--- config.mk ---
export PLATFORM = sky130hd
export DESIGN_NAME = mem_access_sequencer_flat
export DESIGN_NICKNAME = d
export VERILOG_FILES = /design/src/rtl/mem_access_sequencer_if.sv /design/src/rtl/mem_access_sequencer.sv /design/src/flat_wrapper.sv
export SDC_FILE = /design/constraint.sdc
export NUM_CORES = 1
export LEC_CHECK = 0
export CORE_AREA = 2 2 161 163
export CTS_CLUSTER_SIZE = 16
export DETAILED_ROUTE_END_ITERATION = 12
export DIE_AREA = 0 0 163 165
export MAX_ROUTING_LAYER = met4
export RECOVER_POWER = 100
export SYNTH_ARGS = -nofsm -noshare
export SYNTH_HDL_FRONTEND = slang
export SYNTH_SLANG_ARGS = --single-unit
--- constraint.sdc ---
create_clock -name i_clk -period 10.95 [get_ports i_clk]
set_input_delay 1.6425 -clock i_clk [delete_from_list [all_inputs] [get_ports i_clk]]
set_output_delay 1.6425 -clock i_clk [all_outputs]
set_load 0.05 [all_outputs]
--- src/rtl/mem_access_sequencer_if.sv ---
// Byte-wide data-memory port between the load/store sequencer and memory.
interface mem_access_sequencer_if #(
    parameter int unsigned NB_ADDR = 32
);
    logic [NB_ADDR-1:0] mem_addr;
    logic [7:0]         mem_wdata;
    logic               mem_re;
    logic               mem_we;
    logic [7:0]         mem_rdata;
    logic               mem_ready;

    modport master (
        output mem_addr,
        output mem_wdata,
        output mem_re,
        output mem_we,
        input  mem_rdata,
        input  mem_ready
    );

    modport slave (
        input  mem_addr,
        input  mem_wdata,
        input  mem_re,
        input  mem_we,
        output mem_rdata,
        output mem_ready
    );
endinterface

--- src/rtl/mem_access_sequencer.sv ---
// Sequences RV32I loads/stores onto a byte-wide memory port, one byte per
// handshake, with sign/zero extension of load data and illegal-access flagging.
module mem_access_sequencer #(
    parameter int unsigned NB_ADDR = 32,
    parameter int unsigned NB_DATA = 32
) (
    input  logic               i_clk,
    input  logic               i_rst,
    input  logic               i_start,
    input  logic               i_memRead,
    input  logic               i_memWrite,
    input  logic [1:0]         i_dataSize,
    input  logic               i_unsigned,
    input  logic [NB_ADDR-1:0] i_addr,
    input  logic [NB_DATA-1:0] i_wdata,
    output logic               o_stall,
    output logic               o_done,
    output logic               o_err,
    output logic [NB_DATA-1:0] o_rdata,
    mem_access_sequencer_if.master mem
);

    localparam int unsigned NB_BYTE = 8;
    localparam int unsigned NB_IDX  = 2;

    typedef enum logic [1:0] {IDLE, XFER, DONE, ERR} state_t;

    state_t              state_q, state_d;
    logic [NB_ADDR-1:0]  addr_q, addr_d;
    logic [NB_DATA-1:0]  wdata_q, wdata_d;
    logic [1:0]          size_q, size_d;
    logic                uns_q, uns_d;
    logic                rd_q, rd_d;
    logic [NB_IDX-1:0]   k_q, k_d;
    logic [NB_IDX-1:0]   last_q, last_d;
    logic [NB_DATA-1:0]  asm_q, asm_d;
    logic [NB_DATA-1:0]  rdata_q, rdata_d;
    logic [NB_ADDR-1:0]  mem_addr_q, mem_addr_d;
    logic [NB_BYTE-1:0]  mem_wdata_q, mem_wdata_d;
    logic                mem_re_q, mem_re_d;
    logic                mem_we_q, mem_we_d;
    logic                done_q, done_d;
    logic                err_q, err_d;

    logic                aligned;
    logic                req_any;
    logic                req_legal;
    logic [NB_DATA-1:0]  asm_mrg;
    logic [NB_DATA-1:0]  ext;

    // Request classification: size 00 is never aligned, so it lands in ERR.
    always_comb begin
        aligned = 1'b0;
        case (i_dataSize)
            2'b01:   aligned = 1'b1;
            2'b10:   aligned = ~i_addr[0];
            2'b11:   aligned = (i_addr[1:0] == 2'b00);
            default: aligned = 1'b0;
        endcase
    end

    assign req_any   = i_start & (i_memRead | i_memWrite);
    assign req_legal = req_any & (i_memRead ^ i_memWrite) & aligned;

    // Stall freezes the pipeline in the request cycle itself, so it is combinational.
    assign o_stall = ~i_rst & (((state_q == IDLE) & req_legal) | (state_q == XFER));

    // Merge the incoming byte into the assembly register and extend by size.
    always_comb begin
        asm_mrg = asm_q;
        asm_mrg[{k_q, 3'b000} +: NB_BYTE] = mem.mem_rdata;
        ext = asm_mrg;
        case (size_q)
            2'b01:   ext = {{(NB_DATA - 8){~uns_q & asm_mrg[7]}}, asm_mrg[7:0]};
            2'b10:   ext = {{(NB_DATA - 16){~uns_q & asm_mrg[15]}}, asm_mrg[15:0]};
            default: ext = asm_mrg;
        endcase
    end

    // Next-state, datapath and registered-output decode.
    always_comb begin
        state_d = state_q;
        addr_d  = addr_q;
        wdata_d = wdata_q;
        size_d  = size_q;
        uns_d   = uns_q;
        rd_d    = rd_q;
        k_d     = k_q;
        last_d  = last_q;
        asm_d   = asm_q;
        rdata_d = rdata_q;

        case (state_q)
            IDLE: begin
                if (req_any) begin
                    if (req_legal) begin
                        addr_d  = i_addr;
                        wdata_d = i_wdata;
                        size_d  = i_dataSize;
                        uns_d   = i_unsigned;
                        rd_d    = i_memRead;
                        k_d     = '0;
                        asm_d   = '0;
                        case (i_dataSize)
                            2'b01:   last_d = NB_IDX'(0);
                            2'b10:   last_d = NB_IDX'(1);
                            default: last_d = NB_IDX'(3);
                        endcase
                        state_d = XFER;
                    end else begin
                        state_d = ERR;
                    end
                end
            end
            XFER: begin
                if (mem.mem_ready) begin
                    if (rd_q) begin
                        asm_d = asm_mrg;
                    end
                    if (k_q == last_q) begin
                        state_d = DONE;
                        if (rd_q) begin
                            rdata_d = ext;
                        end
                    end else begin
                        k_d = k_q + NB_IDX'(1);
                    end
                end
            end
            DONE:    state_d = IDLE;
            ERR:     state_d = IDLE;
            default: state_d = IDLE;
        endcase

        mem_re_d    = (state_d == XFER) & rd_d;
        mem_we_d    = (state_d == XFER) & ~rd_d;
        mem_addr_d  = (state_d == XFER) ? (addr_d + NB_ADDR'(k_d)) : '0;
        mem_wdata_d = (state_d == XFER) ? wdata_d[{k_d, 3'b000} +: NB_BYTE] : '0;
        done_d      = (state_d == DONE);
        err_d       = (state_d == ERR);
    end

    // State and output registers; reset clears everything at once.
    always_ff @(posedge i_clk or posedge i_rst) begin
        if (i_rst) begin
            state_q     <= IDLE;
            addr_q      <= '0;
            wdata_q     <= '0;
            size_q      <= '0;
            uns_q       <= 1'b0;
            rd_q        <= 1'b0;
            k_q         <= '0;
            last_q      <= '0;
            asm_q       <= '0;
            rdata_q     <= '0;
            mem_addr_q  <= '0;
            mem_wdata_q <= '0;
            mem_re_q    <= 1'b0;
            mem_we_q    <= 1'b0;
            done_q      <= 1'b0;
            err_q       <= 1'b0;
        end else begin
            state_q     <= state_d;
            addr_q      <= addr_d;
            wdata_q     <= wdata_d;
            size_q      <= size_d;
            uns_q       <= uns_d;
            rd_q        <= rd_d;
            k_q         <= k_d;
            last_q      <= last_d;
            asm_q       <= asm_d;
            rdata_q     <= rdata_d;
            mem_addr_q  <= mem_addr_d;
            mem_wdata_q <= mem_wdata_d;
            mem_re_q    <= mem_re_d;
            mem_we_q    <= mem_we_d;
            done_q      <= done_d;
            err_q       <= err_d;
        end
    end

    assign o_done        = done_q;
    assign o_err         = err_q;
    assign o_rdata       = rdata_q;
    assign mem.mem_addr  = mem_addr_q;
    assign mem.mem_wdata = mem_wdata_q;
    assign mem.mem_re    = mem_re_q;
    assign mem.mem_we    = mem_we_q;

endmodule

--- src/flat_wrapper.sv ---
// flat-port wrapper written by rule: the top's interface ports become plain ports
module mem_access_sequencer_flat 
#(
    parameter int unsigned NB_ADDR = 32,
    parameter int unsigned NB_DATA = 32
)
  (i_clk, i_rst, i_start, i_memRead, i_memWrite, i_dataSize, i_unsigned, i_addr, i_wdata, o_stall, o_done, o_err, o_rdata, mem_mem_addr, mem_mem_wdata, mem_mem_re, mem_mem_we, mem_mem_rdata, mem_mem_ready);
  mem_access_sequencer_if #(.NB_ADDR(NB_ADDR)) mem_i ();
  input  logic i_clk;
  input  logic i_rst;
  input  logic i_start;
  input  logic i_memRead;
  input  logic i_memWrite;
  input  logic [1:0] i_dataSize;
  input  logic i_unsigned;
  input  logic [NB_ADDR-1:0] i_addr;
  input  logic [NB_DATA-1:0] i_wdata;
  output logic o_stall;
  output logic o_done;
  output logic o_err;
  output logic [NB_DATA-1:0] o_rdata;
  output wire logic [$bits(mem_i.mem_addr)-1:0] mem_mem_addr;
  output wire logic [$bits(mem_i.mem_wdata)-1:0] mem_mem_wdata;
  output wire logic [$bits(mem_i.mem_re)-1:0] mem_mem_re;
  output wire logic [$bits(mem_i.mem_we)-1:0] mem_mem_we;
  input wire logic [$bits(mem_i.mem_rdata)-1:0] mem_mem_rdata;
  input wire logic [$bits(mem_i.mem_ready)-1:0] mem_mem_ready;
  assign mem_mem_addr = mem_i.mem_addr;
  assign mem_mem_wdata = mem_i.mem_wdata;
  assign mem_mem_re = mem_i.mem_re;
  assign mem_mem_we = mem_i.mem_we;
  assign mem_i.mem_rdata = mem_mem_rdata;
  assign mem_i.mem_ready = mem_mem_ready;
  mem_access_sequencer #(.NB_ADDR(NB_ADDR), .NB_DATA(NB_DATA)) u_core (.i_clk(i_clk), .i_rst(i_rst), .i_start(i_start), .i_memRead(i_memRead), .i_memWrite(i_memWrite), .i_dataSize(i_dataSize), .i_unsigned(i_unsigned), .i_addr(i_addr), .i_wdata(i_wdata), .o_stall(o_stall), .o_done(o_done), .o_err(o_err), .o_rdata(o_rdata), .mem(mem_i));
endmodule
Word level (Yosys, flattened, before mapping)
Index checks and enable logic that the tools add are counted.
Word-level totals
  output and inout bits: 77
  flip-flop bits (word level): 182
  word-level logic and storage cells: 91
Cells by class
  mux-type cells: 30
  shift operators: 3
  equality and inequality tests: 16
  reductions and logical operators: 7
  $add $sub $neg: 3
  bitwise logic cells: 16
Operators by type and width (number)
  two-way mux 32 bit: 11
  one-hot mux 32 bit (2 select lines): 2
  adder 32 x 2 -> 32 bit: 1
  bitwise mux 32 bit: 1
  variable shift 8 x 7 -> 32 bit (first input constant): 1
  variable part select 32 x 6 -> 8 bit: 1
  variable part select 8 x 7 -> 32 bit: 1
  two-way mux 2 bit: 8
  equality test 2 bit (second input constant): 7
  bitwise AND 1 bit: 9
  equality test 2 x 1 -> 1 bit (second input constant): 4
  two-way mux 8 bit: 1
  one-hot mux 2 bit (2 select lines): 2
  negation 5 -> 7 bit: 1
  inequality test 2 x 1 -> 1 bit (second input constant): 3
  one-hot mux 2 bit (3 select lines): 1
  AND reduction 5 bit: 1
  zero test 2 bit: 2
  NOT 1 bit: 4
  AND reduction 4 bit: 1
  two-way mux 1 bit: 3
  one-hot mux 1 bit (3 select lines): 1
  AND reduction 3 bit: 1
  adder 2 x 1 -> 2 bit (second input constant): 1
  6 further kinds: 7

Longest topological paths before layout
  word-level depth: 9
  gate-level depth with buffers: 19
  depth with buffers taken out: 15

Worst setup path before layout
No wires, ideal clock.
  kind: input to output
  start: input i_memRead
  end: output o_stall
  stages on the path: 9
  data required time: 9.308 ns
  arrival: 4.017 ns
  setup slack: 5.291 ns
  cells stage by stage: inv_1 -> ha_1 -> nand2b_1 -> nor3_1 -> nand2_1 -> buf_2 -> clkbuf_1 -> clkbuf_1 -> a21oi_1
Between the ends
  cells in the longest elaborated chain, start to end: 7
Ends and longest elaborated chain
  start, declared: line flat_wrapper.sv:12  | input logic i_memRead;
  OR 1 bit: line mem_access_sequencer.sv:62  | assign req_any = i_start & (i_memRead | i_memWrite);
  bitwise AND 1 bit: line mem_access_sequencer.sv:62
  bitwise AND 1 bit (*) (2 in a row): line mem_access_sequencer.sv:63  | assign req_legal = req_any & (i_memRead ^ i_memWrite) & aligned;
  bitwise AND 1 bit (*): line mem_access_sequencer.sv:66  | assign o_stall = ~i_rst & (((state_q == IDLE) & req_legal) | (state_q == XFER));
  OR 1 bit (*): line mem_access_sequencer.sv:66
  bitwise AND 1 bit (*): line mem_access_sequencer.sv:66
  end, declared: line flat_wrapper.sv:18  | output logic o_stall;
Every way passes the cells marked *; elsewhere a longest branch is shown, timed or not.

Worst setup path after layout
  start: input i_dataSize[1]
  end: register u_core.asm_q[1]
Between the ends
  cells in the longest elaborated chain, start to end: 5
Ends and longest elaborated chain
  start, declared: line flat_wrapper.sv:14  | input logic [1:0] i_dataSize;
  equality test 2 bit / equality test 2 x 1 -> 1 bit (equally long branches): line mem_access_sequencer.sv:54  | case (i_dataSize)
  one-hot mux 1 bit (3 select lines) (*): line mem_access_sequencer.sv:54
  bitwise AND 1 bit (*): line mem_access_sequencer.sv:63
  inequality test 2 x 1 -> 1 bit (no line) (*)
  AND reduction 5 bit (no line) (*)
  end signal, assigned: line mem_access_sequencer.sv:171  | asm_q <= asm_d;
  end, declared: line mem_access_sequencer.sv:36  | logic [NB_DATA-1:0] asm_q, asm_d;
Marks and branches as above.
A chain may end at the register's enable or synchronous reset.

==> flow_summary.yaml <==
power:
  p_per_area_nw_per_um2: 273
  power_mw: 3.04
  ir_worst_vdd_mv: 0.146
  leakagePower_nw: 5.08
logic_synthesis:
  yosysWarnings: 0
  synthTopCellsByArea: "dfrtp_1 (52%), nand2_1 (7.2%), a21oi_1 (4.4%)"
  synth-main-ff-cell: "dfrtp_1"
  avgSynthCellArea_sq_um: 9.66
  ys_ff_latch: 182
  synth_top_cell_by_area: "dfrtp_1"
  synthAdderAreaFrac_pct: 2.10
  synth_xor_area_share_pct: 1.41
  synth_top_family_by_area: "simple AND/OR/NAND/NOR gates"
  netlist_area_sq_um: 8690
  synthCells: 900
  muxShareOfSynthArea_pct: 5.34
  yosysMostFrequentCell: "dfrtp_1"
  yosys.area.top_type_share_pct: 52.4
  synth_edf_count: 0
  synth_compound_gate_area_share_pct: 15.0
  netlist_top_cells_count: "dfrtp_1 (182), nand2_1 (166), a21oi_1 (76), nor2_1 (69), clkbuf_1 (36)"
  synth-simple-area-share_pct: 20.8
  ys_async_sr_fraction_pct: 100
  syn-num-nets: 995
  yosysSeqAreaShare_pct: 52.4
  synth.distinct_cells: 57
sta:
  min_period_ns: 7.76
  timing.max_slew.rel_slack_pct: -230
  setup_viol: 0
  grt_setup_unrepaired: "no"
  hold_viol: 0
  max_freq_ghz: 0.129
  tightest_slew_ns: 4.92
  timing.final.crit_share_pct: 70.9
  maxSlewViolCount: 351
  setup_tns_ns: 0
  fin_skew_ns: 0.0136
clock_network:
  cts_sinks: 182
  cts.hold.buffers_added: 0
  post-cts-setup-buffers: 0
  numCtsBuffers: 17
  cts.clk_slew.worst_paths_ns: 0.07
  cts_buffer_depth: 2
  cts_root_buf: "clkbuf_16"
  htreeDepth: 4
  cts_tree: "done"
  clock_latency_ns: 0.43
  cts_resized: 0
critical_path:
  r2r_cells: 12
  reg2reg_slack_ns: 4.89
  path_class: "primary input to flip-flop"
  cp_top_family: "buffers and inverters"
  slowest_stage: "clkbuf_1"
  crit_path_start_kind: "primary input"
  critPathBufInv: 4
  path_depth: 11
  max_stage_delay_ns: 2.31
  path_cells: "dlygate4sd3_1 -> ha_1 -> or3b_1 -> a311o_1 -> clkbuf_1 -> nor2_1 -> clkbuf_1 -> a21oi_4 -> clkbuf_1 -> o21bai_1 -> a22o_1"
  cp-end-kind: "flip-flop"
  crit_path_frequent_cell: "clkbuf_1"
  arrival_ns: 8.08
  crit_fanout: 61
  critPathRequiredTime_ns: 11.27
floorplanning:
  dieArea_sq_um: 26900
  placementRows: 58
  core-area_sq_um: 25000
  ios: 158
  start_util_pct: 34.7
  die_h_um: 165
  die_w_um: 163
final_layout:
  syn2layout_area_growth_pct: 28.1
  n_antenna_cell: 0
  drive_gt1_share_pct: 6.07
  final_nets: 1138
  nFillCells: 2448
global_route:
  grt_pass1_wl_um: 37600
  overflow: 0
  grt_pass1_vias: 7034
  grt.total_usage_pct: 18.5
  grt_max_degree: 112
  antenna_found_initial: 0
job:
  maxCapViolCount: 6
detailed_routing:
  vias: 7111
  drtIter0Drc: 728
  drt-wirelength-per-cell_um: 17.1
  via_per_inst: 5.13
  postRouteAntennaNets: 0
  drc: 0
  wirelength_um: 23600
  first_pass_iters: 6
placed_design:
  portBuffers: 157
  hpwl_um: 16300
  gp_congestion: 0.896
worst_hold_path:
  hold_path_class: "flip-flop to flip-flop"
  hold_depth: 2
status:
  status: "complete, but fails checks"
  violations: "max-capacitance violations, max-slew violations"
==> cell type report <==
| cell class | count | area (sq um) | area share, % |
|---|---|---|---|
| tap | 330 | 413 | 3.71 |
| clock inverter | 13 | 146 | 1.32 |
| sequential | 182 | 4550 | 40.9 |
| timing repair buffer | 169 | 1640 | 14.7 |
| inverter | 19 | 72.6 | 0.652 |
| clock buffer | 18 | 429 | 3.86 |
| multi-input combinational | 654 | 3880 | 34.8 |
==> worst min-delay path, cell delays in order (launching register included) <==
cell     delay (ns)
dfrtp_1        0.34
nand2_1        0.05
o31ai_1        0.05
==> final timing paths <==
| check | from | end |
|---|---|---|
| max | i_dataSize[1] | u_core.asm_q[1] |
| min | u_core.asm_q[21] | u_core.asm_q[21] |
| max reg2reg | u_core.state_q[0] | u_core.mem.mem_addr[27] |
| min reg2reg | u_core.asm_q[21] | u_core.asm_q[21] |
| max in group asynchronous | i_rst | u_core.asm_q[19] |
| min in group asynchronous | i_rst | u_core.wdata_q[31] |
==> layer usage <==
metal | routed length, um | vias to the layer above | track usage, %
met3 | 1090 | 21 | 3.59
met4 | 304 | 0 | 4.55
li1 | - | 3447 | -
met1 | 10900 | 3440 | 24.2
met5 | 0 | - | -
met2 | 11300 | 203 | 29.9
==> registers in the layout (all words and copies together) (netlist names), 2 cells and up <==
name                  count
u_core.size_q             2
u_core.addr_q            32
u_core.wdata_q           32
u_core.last_q             2
u_core.mem.mem_wdata      8
u_core.state_q            2
u_core.o_rdata           32
u_core.asm_q             32
u_core.k_q                2
u_core.mem.mem_addr      32
==> metrics by stage <==
stage	cells	hold WS [ns]	setup WS [ns]	area (sq um)	util, %
after floorplan	900	0.440	4.36	8690	-
after global placement	1354	0.451	4.61	10600	42.4
after detailed placement	1354	0.458	4.51	10600	42.4
after CTS	1385	0.472	4.58	11200	44.7
after global routing	1385	0.490	2.45	11100	44.5
final	1385	0.470	3.19	11100	44.5
==> cell usage in the layout, fill, tap and decap left out, types with 18 or more instances in the layout <==
cell / n
a21oi_1: 75
clkdlybuf4s50_1: 76
dfrtp_1: 182
dlygate4sd3_1: 81
inv_1: 18
nand2_1: 165
nand2b_1: 21
nand3_1: 21
nor2_1: 69
nor2b_1: 35
o21ai_0: 27
o31ai_1: 27
==> cell families (layout without fill, tap and decap cells) <==
kind of cell    after synthesis  count (layout)
simple gates                382             382
mux                          43              43
fa+ha+maj                    14              14
compound gates              201             201
xor+xnor                     14              14
flops                       182             182
buf+inv                      64             219
==> where the power goes <==
| part | leakage [nW] | switching (mW) | internal, mW |
|---|---|---|---|
| Sequential | 2.41 | 0.135 | 0.922 |
| Combinational | 2.40 | 0.930 | 0.448 |
| Clock | 0.271 | 0.271 | 0.338 |
| Total | 5.08 | 1.34 | 1.71 |
(Power assumes the default switching activity.)
